--- config.mk ---
export PLATFORM = sky130hd
export DESIGN_NAME = msg_serializer
export DESIGN_NICKNAME = d
export VERILOG_FILES = /design/src/rtl/msg_pkg.sv /design/src/rtl/msg_serializer.sv
export SDC_FILE = /design/constraint.sdc
export NUM_CORES = 1
export LEC_CHECK = 0
export CAP_MARGIN = 20
export CORE_MARGIN = 2
export CORE_UTILIZATION = 25
export DETAILED_ROUTE_END_ITERATION = 6
export SYNTH_ARGS = -nofsm -noshare
export SYNTH_HDL_FRONTEND = slang
export SYNTH_SLANG_ARGS = --single-unit
--- constraint.sdc ---
create_clock -name clk_i -period 1.3 [get_ports clk_i]
set_input_delay 0.26 -clock clk_i [delete_from_list [all_inputs] [get_ports clk_i]]
set_output_delay 0.26 -clock clk_i [all_outputs]
set_load 0.01 [all_outputs]
--- src/rtl/msg_pkg.sv ---
// Shared types and constants for the message-to-byte serializer.
package msg_pkg;

  localparam int MSG_BITS_DEF = 32;
  localparam int BYTE_BITS    = 8;

  typedef enum logic {
    IDLE = 1'b0,
    SEND = 1'b1
  } ser_state_t;

  function automatic int num_bytes(input int msg_bits);
    return msg_bits / BYTE_BITS;
  endfunction

endpackage

--- src/rtl/msg_serializer.sv ---
// Serializes one MSG_BITS-wide message into a stream of bytes over valid/ready.
// Integration note: msg_ready_o depends combinationally on byte_ready_i while sending.
module msg_serializer
  import msg_pkg::*;
#(
  parameter int MSG_BITS  = MSG_BITS_DEF,
  parameter bit MSB_FIRST = 1'b0
) (
  input  logic                clk_i,
  input  logic                rst_n_i,
  input  logic [MSG_BITS-1:0] msg_i,
  input  logic                msg_valid_i,
  output logic                msg_ready_o,
  output logic [7:0]          byte_o,
  output logic                byte_valid_o,
  input  logic                byte_ready_i,
  output logic                byte_last_o,
  output logic                busy_o
);

  localparam int NUM_BYTES = num_bytes(MSG_BITS);
  localparam int CNT_W     = (NUM_BYTES > 1) ? $clog2(NUM_BYTES) : 1;
  localparam logic [CNT_W-1:0] LAST_CNT = CNT_W'(NUM_BYTES - 1);

  if (((MSG_BITS % BYTE_BITS) != 0) || (MSG_BITS < BYTE_BITS)) begin : g_bad_width
    $error("msg_serializer: MSG_BITS must be a non-zero multiple of 8");
  end

  ser_state_t          state_q, state_d;
  logic [CNT_W-1:0]    cnt_q, cnt_d;
  logic [MSG_BITS-1:0] shift_q, shift_d;
  logic                on_last;
  logic [7:0]          head_byte;

  assign on_last   = (cnt_q == LAST_CNT);
  assign head_byte = MSB_FIRST ? shift_q[MSG_BITS-1 -: BYTE_BITS] : shift_q[BYTE_BITS-1:0];

  always_ff @(posedge clk_i or negedge rst_n_i) begin
    if (!rst_n_i) begin
      state_q <= IDLE;
      cnt_q   <= '0;
      shift_q <= '0;
    end else begin
      state_q <= state_d;
      cnt_q   <= cnt_d;
      shift_q <= shift_d;
    end
  end

  always_comb begin
    state_d     = state_q;
    cnt_d       = cnt_q;
    shift_d     = shift_q;
    msg_ready_o = 1'b0;
    unique case (state_q)
      IDLE: begin
        msg_ready_o = 1'b1;
        if (msg_valid_i) begin
          shift_d = msg_i;
          cnt_d   = '0;
          state_d = SEND;
        end
      end
      SEND: begin
        // A new message can only enter as the last byte of the current one leaves.
        msg_ready_o = on_last && byte_ready_i;
        if (byte_ready_i) begin
          if (!on_last) begin
            shift_d = MSB_FIRST ? (shift_q << BYTE_BITS) : (shift_q >> BYTE_BITS);
            cnt_d   = cnt_q + CNT_W'(1);
          end else if (msg_valid_i) begin
            shift_d = msg_i;
            cnt_d   = '0;
          end else begin
            state_d = IDLE;
          end
        end
      end
      default: state_d = IDLE;
    endcase
  end

  assign busy_o       = (state_q == SEND);
  assign byte_valid_o = (state_q == SEND);
  assign byte_o       = (state_q == SEND) ? head_byte : 8'h00;
  assign byte_last_o  = (state_q == SEND) && on_last;

endmodule

Word level (Yosys, flattened, before mapping)
Index checks and enable logic that the tools add are counted.
{"block": "word_totals", "regBits": 35, "inputBits": 36, "elab_cells": 23}
{"block": "classes", "add_sub_neg": 1, "eq_ne": 2, "n_mux": 14, "bitwise": 1, "n_reduce_logical": 2}
{"op": "$mux W32", "count": 3}
{"op": "$pmux W32 S2", "count": 1}
{"op": "$mux W8", "count": 1}
{"op": "$mux W2", "count": 3}
{"op": "$pmux W1 S2", "count": 2}
{"op": "$pmux W2 S2", "count": 1}
{"op": "$mux W1", "count": 3}
{"op": "$add A2 B1 Y2 const B", "count": 1}
{"op": "$eq A2 B2 Y1 const B", "count": 1}
{"op": "$logic_and A1 B1 Y1", "count": 2}
{"op": "$ne A2 B2 Y1 const B", "count": 1}
{"op": "$not A1 Y1", "count": 1}

Depth between registers and ports, before layout
Gate-level depths: netlist of the first run.
{"block": "depth", "ltp_word": 4, "depth_mapped": 6}

Least setup slack after synthesis of the first run
No wires, ideal clock.
{"block": "synth_path", "kind": "flip-flop to flip-flop", "from": "register cnt_q[0]", "to": "register shift_q[24]", "setup_ns": 0.121, "arrival_time_ns": 1.326, "t_required_ns": 1.179, "path_slack_ns": -0.147, "stages_incl_launch_ff": 6, "path_cell_list": "dfrtp_1 > ha_1 > a21bo_2 > and2_1 > buf_2 > a22o_1"}
{"block": "synth_between", "elab_chain_len": 4}
{"element": "start: declaration", "line_no": "msg_serializer.sv:30", "rtl": "logic [CNT_W-1:0] cnt_q, cnt_d;"}
{"element": "start signal: assignment", "line_no": "msg_serializer.sv:45", "rtl": "cnt_q <= cnt_d;"}
{"element": "$eq A2 B2 Y1", "line_no": "msg_serializer.sv:35", "rtl": "assign on_last = (cnt_q == LAST_CNT);"}
{"element": "$mux W32", "line_no": "msg_serializer.sv:68", "rtl": "if (!on_last) begin"}
{"element": "$mux W32", "line_no": "msg_serializer.sv:67", "rtl": "if (byte_ready_i) begin"}
{"element": "$pmux W32 S2", "line_no": "msg_serializer.sv:55", "rtl": "unique case (state_q)"}
{"element": "end signal: assignment", "line_no": "msg_serializer.sv:46", "rtl": "shift_q <= shift_d;"}
{"element": "end: declaration", "line_no": "msg_serializer.sv:31", "rtl": "logic [MSG_BITS-1:0] shift_q, shift_d;"}
Every way passes these cells. The select of a mux whose other input is x is not followed.
A chain may end at the register's enable or synchronous reset.

Worst setup path in the final report of the first run
{"block": "layout_path", "from": "register state_q (netlist: busy_o)", "to": "register shift_q[23]"}
{"block": "layout_between", "elab_chain_len": 2, "elab_cells_between_ends": 3, "cone_classes": "1 x eq/ne; 1 x mux; 1 x bitwise"}
{"element": "start: declaration", "line_no": "msg_serializer.sv:29", "rtl": "ser_state_t state_q, state_d;"}
{"element": "start signal: assignment", "line_no": "msg_serializer.sv:44", "rtl": "state_q <= state_d;"}
{"element": "$not A1 Y1"}
{"element": "$pmux W32 S2", "line_no": "msg_serializer.sv:55"}
Several ways; a longest one is shown, not always the timed one.

==> results.yml, run 1 <==
placed_design:
  dp_hpwl_um: 2493
  placed_area_um2: 2232
  gp_congestion: 0.6689
  io_buffers: 47
  dp_cells: 247
hold_path:
  hp-class: "in -> async"
drt:
  wire_per_inst_um: 15.18
  vias: 1193
  drtPass1Iterations: 4
  ant_nets: 0
  drt-total-wl_um: 3978
  drc: 0
  drt_iter0_drc: 49
  viasPerCell: 4.553
synth:
  ys_ff_latch: 35
  syn_nets: 159
  synth.top_cell.area_share_pct: 54.69
  ys_warn_count: 0
  syn_area_per_cell_um2: 13.13
  synth_area_um2: 1602
  ys_seq_area_share_pct: 54.69
  yosysTopAreaCell: "dfrtp_1"
  synthCells: 122
  yosysUniqueCellTypes: 18
  yosys-top-cells-area: "dfrtp_1 55%, o221a_1 14%, nand2b_1 9.8%, a22o_1 4.9%, and2_1 3.9%"
cells_and_area:
  antenna_cells: 0
  seq_area_um2: 877.1
  final_nets: 223
  layout-drive-gt1-share_pct: 27.57
  fin_cells: 262
  multi_input_area_um2: 719.4
  num-fill-cells: 604
  area_growth_pct: 57.66
  design_area_um2: 2525
die:
  start_util_pct: 25.51
  fp-row-count: 29
  die_x_um: 84.04
  core_area_um2: 6277
  dieArea_um2: 7063
  die_y_um: 84.04
  io_pins: 48
critical_path:
  slowest_stage: "dfrtp_2"
  path_buf_inv: 4
  r2r_cells: 7
  slowest_delay_ps: 410
  r2r-start: "busy_o"
  crit_path_cell_trace: "buf_6 > buf_6 > a21bo_4 > buf_6 > nand2_8 > buf_12 > o221a_1"
  reg2reg_to: "shift_q[23]"
  crit_fanout: 6
  critPathCaptureType: "register"
  start_kind: "register"
  cp.required_ps: 1460
  path_class: "reg -> reg"
  cp_common_cell: "buf_6"
  critical_path_arrival_ps: 1690
  cp_top_family: "buffers and inverters"
  rrSetupSlack_ps: -230
grt:
  grt_max_degree: 36
  grt-ovfl-total: 0
  grt_pass1_vias: 1341
  grtUsageTotal_pct: 12.28
  antenna_found_initial: 0
  grt_pass1_wl_um: 6617
sta:
  setup_viol: 46
  worstMarginPinSlew_ps: 311.1
  slew_headroom_pct: 79.19
  period_needed_ps: 1525
  finClkSkew_ps: 3.131
  fmax_ghz: 0.6556
  hold_ws_ps: 346.1
  hold_violations: 0
  setup_ws_ps: -225.3
  slew_viol_final: 0
  rsz0062_at_grt: "yes"
  period_share_pct: 117.3
power:
  vdd_drop_max_mv: 0.7859
  power_per_cell_area_nw_per_um2: 1872
  leakagePower_nw: 1.036
  finalPower_w: 0.004726
run_status:
  outcome: "finished, violations left"
  violations: "setup timing"
clock_tree:
  cts_root_buf: "clkbuf_8"
  clk_path_buf_depth: 2
  clk_latency_ps: 280
  cts_made_buffers: 5
  clock_sinks: 35
  cts_tree: "done"
  path_clk_slew_ps: 60
  cts_hold_buf: 0
  cts-htree-levels: 2
job:
  maxCapViolations: 0
layout make-up:
cell class | count | area share (%)
Sequential cell | 35 | 34.74
Timing Repair Buffer | 67 | 29.83
Multi-Input combinational cell | 76 | 28.49
Tap cell | 77 | 3.816
Clock buffer | 6 | 2.874
Inverter | 1 | 0.2478
flip-flops by register name, summed over array words and instances (netlist names):
| name | flops |
|---|---|
| shift_q | 32 |
| cnt_q | 2 |
| busy_o | 1 |
worst reg2reg max path: cells and delay by family, from the launching register on:
family	cells	cell delay (ps)
buffers and inverters	4	500
flip-flops	1	410
AND/OR/NAND/NOR	1	80
AO/OA/AOI/OAI	2	410
cells by family (layout without fill, tap and decap cells):
| kind of cell | after synthesis | after routing | share of synthesized area, % |
|---|---|---|---|
| flip-flops | 35 | 35 | 54.69 |
| multiplexers | 1 | 1 | 0.7031 |
| adder cells (fa/ha/maj) | 1 | 1 | 0.7811 |
| AO/OA/AOI/OAI | 36 | 36 | 24.30 |
| buffers and inverters | 11 | 74 | 4.453 |
| AND/OR/NAND/NOR | 38 | 38 | 15.08 |
where the power goes:
part,total (W),leakage (nW),switching (W),internal (W)
clock network,0.000694,0.0371,0.000338,0.000356
logic,0.00224,0.585,0.000785,0.00145
registers,0.00180,0.414,0.000247,0.00155
total,0.00473,1.04,0.00137,0.00336
synth_stat cells:
master,n
o221a_1,20
o22ai_2,1
a21bo_2,1
buf_4,2
mux2_2,1
o221a_2,4
ha_1,1
nand2b_1,25
o22a_4,1
buf_2,6
and3b_1,1
a22o_1,9
dfrtp_1,35
buf_6,2
and2_1,10
and2b_1,1
nand2_2,1
inv_2,1
how the worst max path moves through the flow:
| stage | endpoint | from | cells after the start | slack, ps |
|---|---|---|---|---|
| finish | shift_q[23] | busy_o | 7 | -230 |
| global placement | msg_ready_o | byte_ready_i | 3 | -380 |
| global route | shift_q[0] | busy_o | 7 | -290 |
| floorplan | shift_q[0] | cnt_q[0] | 5 | -80 |
| CTS | shift_q[22] | busy_o | 7 | -220 |
| detailed placement | msg_ready_o | byte_ready_i | 3 | -380 |
timing repair:
action                     4_1_cts  5_1_grt
cloned                           4        0
setup buffers                    4        1
setup endpoints to repair       46       46
resized for setup               58        3
pin swaps                        3        3
routing by layer:
layer	up-vias	wire length (µm)	global-route usage, %	part of all wire, %
li1	599	-	-	-
met1	549	1811	15.55	46
met2	38	1920	20.27	48
met3	7	192	3.066	4.8
met4	0	55	4.399	1.4
met5	-	0	0	0
cells in the final DEF, fill, tap and decap left out, drive strengths merged, types with 2 or more instances in the layout:
cell,netlist,final
dfrtp,35,35
clkdlybuf4s15,0,6
a22o,9,9
and2,10,10
clkbuf,0,6
buf,10,24
bufbuf,0,2
o221a,24,24
nand2b,25,25
clkdlybuf4s50,0,35
through the flow:
stage	util (%)	TNS, ps	setup slack, ps
after CTS	39.94	-7970	-215.7
final	40.22	-8149	-225.3
after global routing	40.22	-10360	-285.7
after floorplan	-	-2048	-80.22
after detailed placement	35.56	-12800	-375.9
after global placement	35.56	-12380	-378.7
(Power assumes the default switching activity.)
==> run 2: changes to the inputs <==
Clock period 1.3 ns to 1.93 ns, I/O delays scaled along.
==> results.yml, run 2 (synthesis results as in run 1) <==
critical_path:
  crit_fanout: 14
  slowest_stage: "clkdlybuf4s50_1"
  slowest_delay_ps: 530
  path_buf_inv: 1
  start_kind: "register"
  cp.required_ps: 1540
  cp_top_family: "buffers and inverters"
  path_class: "reg -> out"
  critical_path_arrival_ps: 1450
  crit_path_cell_trace: "and2_1 > clkdlybuf4s50_1"
  rrSetupSlack_ps: 330
  critPathCaptureType: "output port"
sta:
  period_needed_ps: 1839
  worstMarginPinSlew_ps: 777.1
  rsz0062_at_grt: "no"
  slew_viol_final: 0
  period_share_pct: 95.31
  hold_ws_ps: 181.2
  slew_headroom_pct: 48.19
  hold_violations: 0
  setup_viol: 0
  fmax_ghz: 0.5436
  setup_tns_ps: 0
  finClkSkew_ps: 7.527
power:
  p_seq_share_pct: 41.6
  power.share.clock_pct: 17.4
  p_sw_share_pct: 29.50
  power_per_cell_area_nw_per_um2: 1296
  p_int_w: 0.002049
  leakagePower_nw: 0.8959
  vdd_drop_max_mv: 0.4476
  power.switching_w: 0.0008570
  combPwrFrac_pct: 41.0
drt:
  vias: 1131
  wire_per_inst_um: 13.59
  drt_iter0_drc: 38
  ant_nets: 0
  drt-total-wl_um: 3383
  drc: 0
  viasPerCell: 4.542
  drtPass1Iterations: 4
clock_tree:
  clk_latency_ps: 280
  cts-htree-levels: 2
  cts_hold_buf: 0
  cts_root_buf: "clkbuf_8"
  cts_made_buffers: 5
  cts_tree: "done"
  clk_path_buf_depth: 2
  clock_sinks: 35
  path_clk_slew_ps: 70
grt:
  antenna_found_initial: 0
  grtUsageTotal_pct: 11.09
  grt_pass1_wl_um: 6072
  grt-ovfl-total: 0
  grt_pass1_vias: 1226
  grt_max_degree: 36
cells_and_area:
  final_cell_mix: "44 x clkdlybuf4s50_1, 34 x dfrtp_1, 25 x nand2b_1, 20 x o221a_1, 10 x and2_1"
  final_common_cell: "clkdlybuf4s50_1"
  antenna_cells: 0
  largest_reg_flops: 32
  design_area_um2: 2242
  fin_util_pct: 35.72
  num-fill-cells: 632
  layout-drive-gt1-share_pct: 13.95
  area_growth_pct: 40.00
  final_nets: 208
  top_register: "shift_q"
  fin_cells: 249
die:
  start_util_pct: 25.51
  die_x_um: 84.04
  fp-row-count: 29
  core_area_um2: 6277
  die_y_um: 84.04
  io_pins: 48
  dieArea_um2: 7063
placed_design:
  gp_congestion: 0.6444
  io_buffers: 47
  dp_cells: 240
  placed_area_um2: 2151
run_status:
  outcome: "completed"
job:
  maxCapViolations: 0
hold_path:
  hp-class: "in -> async"
-- run 2: cell types whose count changed in the layout (fill, tap and decap cells not counted), moves of 2 or more --
cell and change:
clkdlybuf4s50_1 +9, buf_6 -6, clkdlybuf4s15_2 -6, dlygate4sd2_1 +2, o221a_4 -4, buf_4 -6
o221a_2 +4, buf_2 -3, bufbuf_16 -2, buf_16 -2
-- run 2: per-stage QoR --
stage	worst slack (ps)	total power [W]
6_report	90.56	0.002906
5_1_grt	4.701	0.003144
4_1_cts	51.79	0.002942
3_5_place_dp	18.29	0.002440
3_3_place_gp	16.41	0.002402
2_1_floorplan	483.0	0.001970
-- run 2: worst paths after layout --
path | start | to | depth (start not counted)
max | busy_o | byte_o[4] | 2
min | rst_n_i | shift_q[19] | 1
max in group asynchronous | rst_n_i | busy_o | 1
min in group clk_i | shift_q[29] | shift_q[29] | 1
min reg2reg | shift_q[29] | shift_q[29] | 1
max reg2reg | cnt_q[0] | shift_q[26] | 5
-- run 2: per-layer routing --
metal | up-vias | global-route usage, % | wire length, µm
met2 | 36 | 17.39 | 1529
met1 | 532 | 13.97 | 1580
met5 | - | 0 | 0
li1 | 558 | - | -
met4 | 0 | 3.519 | 47
met3 | 5 | 4.451 | 226
-- run 2: repair_timing --
action | 4_1_cts | 5_1_grt
endpoints found under the hold margin | 0 | 0
setup buffers | 0 | 1
gates resized for setup | 3 | 0
setup endpoints to repair | 10 | 4
-- run 2: worst reg2reg max path, cell delays in order, from the launching register on --
cell	delay (ps)
dfrtp_1	390
ha_1	240
a21bo_2	210
buf_4	140
and2_1	240
a22o_1	270
-- run 2: cell type report --
class	instances	area, µm²	share of cell area, %
Multi-Input combinational cell	76	654.4	29.19
Clock buffer	6	72.57	3.237
Sequential cell	35	877.1	39.12
Clock inverter	2	12.51	0.5580
Timing Repair Buffer	52	525.5	23.44
Tap cell	77	96.34	4.297
Inverter	1	3.754	0.1674
-- run 2: power by group through the flow --
stage	Sequential, W	Clock, W	Combinational (W)
after detailed placement	0.00122	0	0.00122
final	0.00121	0.000505	0.00119
after global placement	0.00122	0	0.00119
after floorplan	0.00116	0	0.000814
after CTS	0.00121	0.000525	0.00121
after global routing	0.00126	0.000557	0.00133
